==> src/rtl/result_collector_pkg.sv <==
// Shared types and sizing for the result collector that drains a 3x3 array.
// The optional parity output is controlled by the RESULT_COLLECTOR_PARITY_EN macro.
package result_collector_pkg;

   typedef enum logic [1:0] {
      IDLE   = 2'd0,
      WAIT   = 2'd1,
      STREAM = 2'd2
   } state_t;

   localparam int NUM_ELEMS = 9;
   localparam int IDX_W     = 4;
   localparam int CNT_W     = 8;

endpackage

==> src/rtl/result_collector_if.sv <==
// Result stream between the collector (master) and its consumer (slave).
// OUT_PARITY exists only when RESULT_COLLECTOR_PARITY_EN is defined.
interface result_collector_if
   import result_collector_pkg::*;
#(
   parameter int WIDTH = 4
);

   logic [2*WIDTH:0]  out_data;
   logic [IDX_W-1:0]  out_idx;
   logic              out_valid;
   logic              out_ready;
   logic              out_last;
`ifdef RESULT_COLLECTOR_PARITY_EN
   logic              out_parity;

   modport master (output out_data, out_idx, out_valid, out_last, out_parity, input out_ready);
   modport slave  (input out_data, out_idx, out_valid, out_last, out_parity, output out_ready);
`else
   modport master (output out_data, out_idx, out_valid, out_last, input out_ready);
   modport slave  (input out_data, out_idx, out_valid, out_last, output out_ready);
`endif

endinterface

==> src/rtl/result_collector_drain_timer.sv <==
// Loadable up-counter whose flag marks the edge that reaches DRAIN_DELAY cycles
// after the load, i.e. the cycle the array results are stable.
module drain_timer
   import result_collector_pkg::*;
#(
   parameter int DRAIN_DELAY = 7
) (
   input  logic clk,
   input  logic rst_n,
   input  logic load,
   input  logic en,
   output logic done
);

   logic [CNT_W-1:0] count;

   always_ff @(posedge clk or negedge rst_n) begin
      if (!rst_n) begin
         count <= '0;
      end else if (load) begin
         count <= '0;
      end else if (en) begin
         count <= count + CNT_W'(1);
      end
   end

   // The load edge itself is cycle zero, so the next edge that counts is the one after DRAIN_DELAY-1.
   assign done = (count == CNT_W'(DRAIN_DELAY - 1));

endmodule

==> src/rtl/result_collector.sv <==
// Waits for the 3x3 array to drain, snapshots its nine results and streams them
// out row-major. Define RESULT_COLLECTOR_PARITY_EN to add OUT_PARITY.
module result_collector
   import result_collector_pkg::*;
#(
   parameter int WIDTH       = 4,
   parameter int DRAIN_DELAY = 7
) (
   input  logic               clk,
   input  logic               rst_n,
   input  logic               start,
   input  logic [2*WIDTH:0]   in_1x1,
   input  logic [2*WIDTH:0]   in_1x2,
   input  logic [2*WIDTH:0]   in_1x3,
   input  logic [2*WIDTH:0]   in_2x1,
   input  logic [2*WIDTH:0]   in_2x2,
   input  logic [2*WIDTH:0]   in_2x3,
   input  logic [2*WIDTH:0]   in_3x1,
   input  logic [2*WIDTH:0]   in_3x2,
   input  logic [2*WIDTH:0]   in_3x3,
   output logic               busy,
   output logic               clear_out,
   result_collector_if.master stream
);

   localparam int RES_W = 2*WIDTH + 1;

   state_t           state_q, state_d;
   logic [IDX_W-1:0] idx_q;
   logic [RES_W-1:0] buffer [NUM_ELEMS];
   logic [RES_W-1:0] in_vec [NUM_ELEMS];
   logic             timer_load, timer_en, timer_done;
   logic             capture, xfer, at_last, valid;

   assign in_vec[0] = in_1x1;
   assign in_vec[1] = in_1x2;
   assign in_vec[2] = in_1x3;
   assign in_vec[3] = in_2x1;
   assign in_vec[4] = in_2x2;
   assign in_vec[5] = in_2x3;
   assign in_vec[6] = in_3x1;
   assign in_vec[7] = in_3x2;
   assign in_vec[8] = in_3x3;

   drain_timer #(
      .DRAIN_DELAY (DRAIN_DELAY)
   ) u_timer (
      .clk   (clk),
      .rst_n (rst_n),
      .load  (timer_load),
      .en    (timer_en),
      .done  (timer_done)
   );

   assign valid   = (state_q == STREAM);
   assign at_last = (idx_q == IDX_W'(NUM_ELEMS - 1));

   always_ff @(posedge clk or negedge rst_n) begin
      if (!rst_n) begin
         state_q <= IDLE;
      end else begin
         state_q <= state_d;
      end
   end

   // START is only looked at in IDLE, so restarts while busy simply fall through.
   always_comb begin
      state_d    = state_q;
      timer_load = 1'b0;
      timer_en   = 1'b0;
      capture    = 1'b0;
      xfer       = 1'b0;
      case (state_q)
         IDLE: begin
            if (start) begin
               state_d    = WAIT;
               timer_load = 1'b1;
            end
         end
         WAIT: begin
            timer_en = 1'b1;
            if (timer_done) begin
               state_d = STREAM;
               capture = 1'b1;
            end
         end
         STREAM: begin
            if (stream.out_ready) begin
               xfer = 1'b1;
               if (at_last) begin
                  state_d = IDLE;
               end
            end
         end
         default: state_d = IDLE;
      endcase
   end

   always_ff @(posedge clk or negedge rst_n) begin
      if (!rst_n) begin
         idx_q     <= '0;
         clear_out <= 1'b0;
         for (int i = 0; i < NUM_ELEMS; i++) begin
            buffer[i] <= '0;
         end
      end else begin
         clear_out <= capture;
         if (capture) begin
            idx_q <= '0;
            for (int i = 0; i < NUM_ELEMS; i++) begin
               buffer[i] <= in_vec[i];
            end
         end else if (xfer) begin
            idx_q <= at_last ? '0 : idx_q + IDX_W'(1);
         end
      end
   end

   // Data is forced to zero outside STREAM so the outputs read as their reset values when idle.
   assign stream.out_data  = valid ? buffer[idx_q] : '0;
   assign stream.out_idx   = idx_q;
   assign stream.out_valid = valid;
   assign stream.out_last  = valid && at_last;
   assign busy             = (state_q != IDLE);

`ifdef RESULT_COLLECTOR_PARITY_EN
   assign stream.out_parity = ^stream.out_data;
`endif

endmodule

==> src/flat_wrapper.sv <==
// flat-port wrapper written by rule: the top's interface ports become plain ports
module result_collector_flat import result_collector_pkg::*;
#(
   parameter int WIDTH       = 4,
   parameter int DRAIN_DELAY = 7
)
  (clk, rst_n, start, in_1x1, in_1x2, in_1x3, in_2x1, in_2x2, in_2x3, in_3x1, in_3x2, in_3x3, busy, clear_out, stream_out_data, stream_out_idx, stream_out_valid, stream_out_last, stream_out_ready);
  result_collector_if #(.WIDTH(WIDTH)) stream_i ();
  input  logic clk;
  input  logic rst_n;
  input  logic start;
  input  logic [2*WIDTH:0] in_1x1;
  input  logic [2*WIDTH:0] in_1x2;
  input  logic [2*WIDTH:0] in_1x3;
  input  logic [2*WIDTH:0] in_2x1;
  input  logic [2*WIDTH:0] in_2x2;
  input  logic [2*WIDTH:0] in_2x3;
  input  logic [2*WIDTH:0] in_3x1;
  input  logic [2*WIDTH:0] in_3x2;
  input  logic [2*WIDTH:0] in_3x3;
  output logic busy;
  output logic clear_out;
  output wire logic [$bits(stream_i.out_data)-1:0] stream_out_data;
  output wire logic [$bits(stream_i.out_idx)-1:0] stream_out_idx;
  output wire logic [$bits(stream_i.out_valid)-1:0] stream_out_valid;
  output wire logic [$bits(stream_i.out_last)-1:0] stream_out_last;
  input wire logic [$bits(stream_i.out_ready)-1:0] stream_out_ready;
  assign stream_out_data = stream_i.out_data;
  assign stream_out_idx = stream_i.out_idx;
  assign stream_out_valid = stream_i.out_valid;
  assign stream_out_last = stream_i.out_last;
  assign stream_i.out_ready = stream_out_ready;
  result_collector #(.WIDTH(WIDTH), .DRAIN_DELAY(DRAIN_DELAY)) u_core (.clk(clk), .rst_n(rst_n), .start(start), .in_1x1(in_1x1), .in_1x2(in_1x2), .in_1x3(in_1x3), .in_2x1(in_2x1), .in_2x2(in_2x2), .in_2x3(in_2x3), .in_3x1(in_3x1), .in_3x2(in_3x2), .in_3x3(in_3x3), .busy(busy), .clear_out(clear_out), .stream(stream_i));
endmodule
==> config.mk <==
export PLATFORM = sky130hd
export DESIGN_NAME = result_collector_flat
export DESIGN_NICKNAME = d
export VERILOG_FILES = /design/src/rtl/result_collector_pkg.sv /design/src/rtl/result_collector_if.sv /design/src/rtl/result_collector_drain_timer.sv /design/src/rtl/result_collector.sv /design/src/flat_wrapper.sv
export SDC_FILE = /design/constraint.sdc
export NUM_CORES = 1
export LEC_CHECK = 0
export CAP_MARGIN = 0
export CORE_MARGIN = 10
export CORE_UTILIZATION = 63
export CTS_CLUSTER_SIZE = 24
export DETAILED_ROUTE_END_ITERATION = 16
export DONT_BUFFER_PORTS = 1
export GPL_ROUTABILITY_DRIVEN = 1
export PLACE_DENSITY = 0.79
export SLEW_MARGIN = 20
export SYNTH_ARGS = -nofsm -noshare
export SYNTH_HDL_FRONTEND = slang
export SYNTH_SLANG_ARGS = --single-unit
==> constraint.sdc <==
create_clock -name clk -period 2 [get_ports clk]
set_input_delay 0.3 -clock clk [delete_from_list [all_inputs] [get_ports clk]]
set_output_delay 0.3 -clock clk [all_outputs]
set_load 0.01 [all_outputs]
# Word-level counts from Yosys, hierarchy flattened
# Cells that the tools add are included.
# Widths: inputs -> output; s select.
[word_totals]
input_bits = 85
elab_cells = 52
reg_bits = 96
[op_classes]
n_addsub = 2
reduce_logical = 6
eq_ne = 8
muxes = 21
bitwise = 1
n_lt_le_gt_ge = 1
[op_table]
columns = ["op", "n"]
rows = [
  ["$bmux 9 s4", 1],
  ["$mux 9", 3],
  ["$mux 8", 2],
  ["$mux 4", 3],
  ["$add 8x1->8 const B", 1],
  ["$eq 8x3->1 const B", 1],
  ["$mux 2", 4],
  ["$mux 1", 7],
  ["$pmux 2 s3", 1],
  ["$reduce_bool 2->1", 3],
  ["$ge 5x5->1 const B", 1],
  ["$not 4->5", 1],
  ["$add 4x1->4 const B", 1],
  ["$eq 4x4->1 const B", 1],
  ["$ne 2x1->1 const B", 2],
  ["$ne 2x2->1 const B", 2],
  ["$reduce_and 4->1", 1],
  ["$eq 2x1->1 const B", 1],
  ["$eq 2x2->1 const B", 1],
  ["$logic_not 2->1", 1],
  ["$logic_and 1x1->1", 1],
]

# Logic depth before layout (Yosys ltp)
[depth]
word_depth = 5
depth_mapped = 9
depth_no_buf = 6

# Cells and area by module
# Synthesis repeated with hierarchy kept, for this count alone.
[hier_totals]
hier_cells = 502
area_unflattened_um2 = 4553.1
[modules_own_cells]
columns = ["mod", "instances", "area_each_um2", "cells_per_inst"]
rows = [
  ["result_collector", 1, 4127.7, 459],
  ["drain_timer", 1, 425.4, 43],
]

# Worst setup path before layout
# OpenSTA, ideal clock, no wires.
[synth_timing]
kind = "flip-flop to output port"
startpoint = "register u_core.idx_q[0] (netlist: u_core.stream.out_idx[0])"
endpoint = "output stream_out_data[0]"
path_stages_with_launch = 7
arrival_ps = 1611
setup_slack_ps = 89
cell_sequence = "dfrtp_1 > buf_4 > buf_6 > buf_6 > nor4b_4 > nand2_1 > a21oi_1"
[synth_between]
elab_chain_cells = 5
[synth_rtl]
columns = ["element", "line_no", "text"]
rows = [
  ["start: declaration", "result_collector.sv:29", "logic [IDX_W-1:0] idx_q;"],
  ["start signal: assignment", "result_collector.sv:114", "idx_q <= at_last ? '0 : idx_q + IDX_W'(1);"],
  ["$not 4->5 (not written as such)", "result_collector.sv:120", "assign stream.out_data = valid ? buffer[idx_q] : '0;"],
  ["$bmux 9 s4", "result_collector.sv:120", ""],
  ["$mux 9 (not written as such) (2 in a row)", "result_collector.sv:120", ""],
  ["$mux 9", "result_collector.sv:120", ""],
  ["end: declaration", "flat_wrapper.sv:23", "output wire logic [$bits(stream_i.out_data)-1:0] stream_out_data;"],
]
# Every way passes these cells. The select of a mux whose other input is x is not followed.

# Worst setup path after layout
[layout_timing]
startpoint = "register u_core.idx_q[0] (netlist: u_core.stream.out_idx[0])"
endpoint = "output stream_out_data[5]"
# The elaborated chain is that of the path after synthesis.

==> out/metrics.cfg <==
[synth]
ys_warn_count = 0
syn_inst = 327
ys_types = 32
synth-edff-count = 0
synth_most_common_cell = dfrtp_1
synth_seq_area_share = 0.522
async_reset_ff_frac = 1.00
ys_top_cells_by_count = dfrtp_1 (96), mux2_2 (58), mux2_4 (24)
synth_area_um2 = 4600
synth_flop_cell = dfrtp_1
syn_avg_cell_area_um2 = 14.1
ys_ff_latch = 96
synthesis.nets = 416
synth_area_leaders = dfrtp_1 (52%), mux2_2 (14%), mux2_4 (7.8%)
synth_largest_area_cell = dfrtp_1
yosysTopAreaCellShare = 0.522

[cts]
clock_latency_ns = 0.36
clock-sinks = 96
cts_tree = yes
clk_path_buf_depth = 2
numCtsBuffers = 9
cts-root-buf = clkbuf_8
clkTransAtPathRegs_ns = 0.09
cts_max_level = 3

[route]
wl_met2_um = 4890
wl_met3_um = 897
ant_nets = 0
dr.pass1.iters = 4
dr_total_vias = 2701
routed.top_layer = met4
avgViaCountPerCell = 5.98
totalWireLength_um = 10300
drc = 0
wl_met1_um = 4400
wire_per_inst_um = 22.8
drt-initial-drc-count = 125

[sta]
slew_viol_final = 0
finalClockSkew_ns = 0.0104
finalHoldViolations = 96
fmax_ghz = 0.446
layout_setup_ws_ns = -0.243
finalCriticalPeriod_ns = 2.24
holdWs_ns = -0.370
fin_crit_sh = 1.12
worstMarginPinSlew_ns = 0.315
setup_viol = 10
slew_headroom = 0.784
rsz0062_at_grt = true
tns_ns = -1.98

[floorplanning]
initial_utilization = 0.641
num_rows = 31
dieArea_um2 = 11100
die_h_um = 105
design.core.area_um2 = 7180
num_io_pins = 102
die_w_um = 105

[critical_path]
startpoint_type = flip-flop
crit_fanout = 7
crit_arrival_ns = 1.94
reg2reg_to = u_core.stream.out_idx[0]
worstReg2RegStart = u_core.stream.out_idx[0]
worst-r2r-setup-slack_ns = 0.02
reg2regPathDepth = 8
crit_required_ns = 1.70
worst_setup_path_end_kind = output port
crit_type = flip-flop to output port

[power]
power_density_nw_per_um2 = 1520
ir_worst_vdd_v = 0.000729
p_leak_nw = 2.19

[placed_design]
gp_congestion = 0.832
pre_cts_ws_ns = 0.0998
io_buffers = 0
dpl.hpwl_um = 7390

[worst_hold_path]
hold_path.class = input port to async pin

[status]
violations = hold timing, setup timing
status = finished with violations

[finish]
syn_to_final_growth_pct = 11.7
drive_gt1_frac = 0.467
nets = 435
utilization = 0.716

[global_routing]
grt_max_degree = 97
grt_pass1_vias = 2828
overflow = 0
grt_pass1_wl_um = 15900
track_usage = 0.181
antenna_found_initial = 1

[job]
drv_cap = 0

-- cell type report --
type                       count  area, um^2
antenna                        2        5.00
clock buffer                  11         141
clock inverter                 5        57.6
fill                         473        2040
inverter                       5        18.8
multi-input combinational    206        2100
sequential                    96        2400
tap                           99         124
timing repair buffer          28         284
-- cells in the final DEF, fill, tap and decap left out, types with 2 or more instances in the layout --
master      instances
ha_1                3
a221oi_2            8
buf_4              20
nand3_1             4
o21ai_1             4
diode_2             2
mux2_2             58
nand4_1             3
buf_6               3
a21oi_2             3
buf_12              3
mux2i_1            19
dfrtp_2             2
nor2_1              5
clkbuf_8           10
and2_4              2
mux2_4             24
clkinvlp_4          3
mux4_2              9
and3_1              2
inv_1               4
o21ai_0             5
o21ai_2             5
nand2_1            20
mux2i_2             2
a21oi_1            13
or3_1               2
nand2b_1            2
dfrtp_1            94
-- how the worst max path moves through the flow --
stage | from | to | slack [ns] | cells past startpoint
6_report | u_core.stream.out_idx[0] | stream_out_data[5] | -0.24 | 5
4_1_cts | u_core.stream.out_idx[0] | stream_out_data[8] | -0.22 | 5
3_3_place_gp | u_core.stream.out_idx[0] | stream_out_data[0] | 0.13 | 6
5_1_grt | u_core.stream.out_idx[0] | stream_out_data[7] | -0.30 | 5
2_1_floorplan | u_core.stream.out_idx[0] | stream_out_data[0] | 0.09 | 6
3_5_place_dp | u_core.u_timer.count[4] | u_core.buffer[54] | 0.1 | 5
-- where the power goes --
group          internal (mW)  switching, mW  total [mW]
clock                  0.610          0.661        1.27
combinational           1.86           1.18        3.05
sequential              2.85          0.623        3.47
total                   5.32           2.47        7.79
-- kinds of logic after synthesis --
kind of cell | after synthesis | synth area share
DFF | 96 | 0.522
muxes | 112 | 0.310
adders and majority gates | 4 | 0.0109
xor gates and xnor gates | 1 | 0.00190
buffers and inverters | 25 | 0.0433
and+or+nand+nor | 48 | 0.0582
AOI/OAI and AO/OA | 41 | 0.0533
-- registers in the layout (all words and copies together), names as in the netlist --
name                   cells
u_core.u_timer.count       8
u_core.clear_out           1
u_core.stream.out_idx      4
u_core.state_q             2
u_core.buffer             81
-- metrics by stage --
stage	hold WS (ns)	cell area (um^2)	std cells	total power, mW
floorplan	0.00441	4600	327	5.62
global placement	0.00736	4750	429	6.08
detailed placement	0.00750	4750	429	6.23
CTS	-0.383	5050	447	7.66
global route	-0.389	5130	450	8.22
finish	-0.370	5140	452	7.79
-- critical path, stage by stage, from the launching register on --
cell     delay, ns
dfrtp_2       0.50
buf_6         0.19
mux4_2        0.52
o21ai_2       0.12
a21oi_1       0.09
buf_4         0.16
-- metal layers --
layer,vias up,global-route usage
met1,1360,0.233
met4,0,0.0627
met5,-,0
met2,97,0.279
met3,11,0.0627
li1,1233,-
-- what timing repair did --
action / CTS / global route
setup buffers: 2 / 2
pin swaps: 6 / 9
cloned: 0 / 1
hold endpoints to repair: 96 / 96
setup endpoints to repair: 9 / 10
resized for setup: 25 / 15
Power figures use the tool's default switching activity.
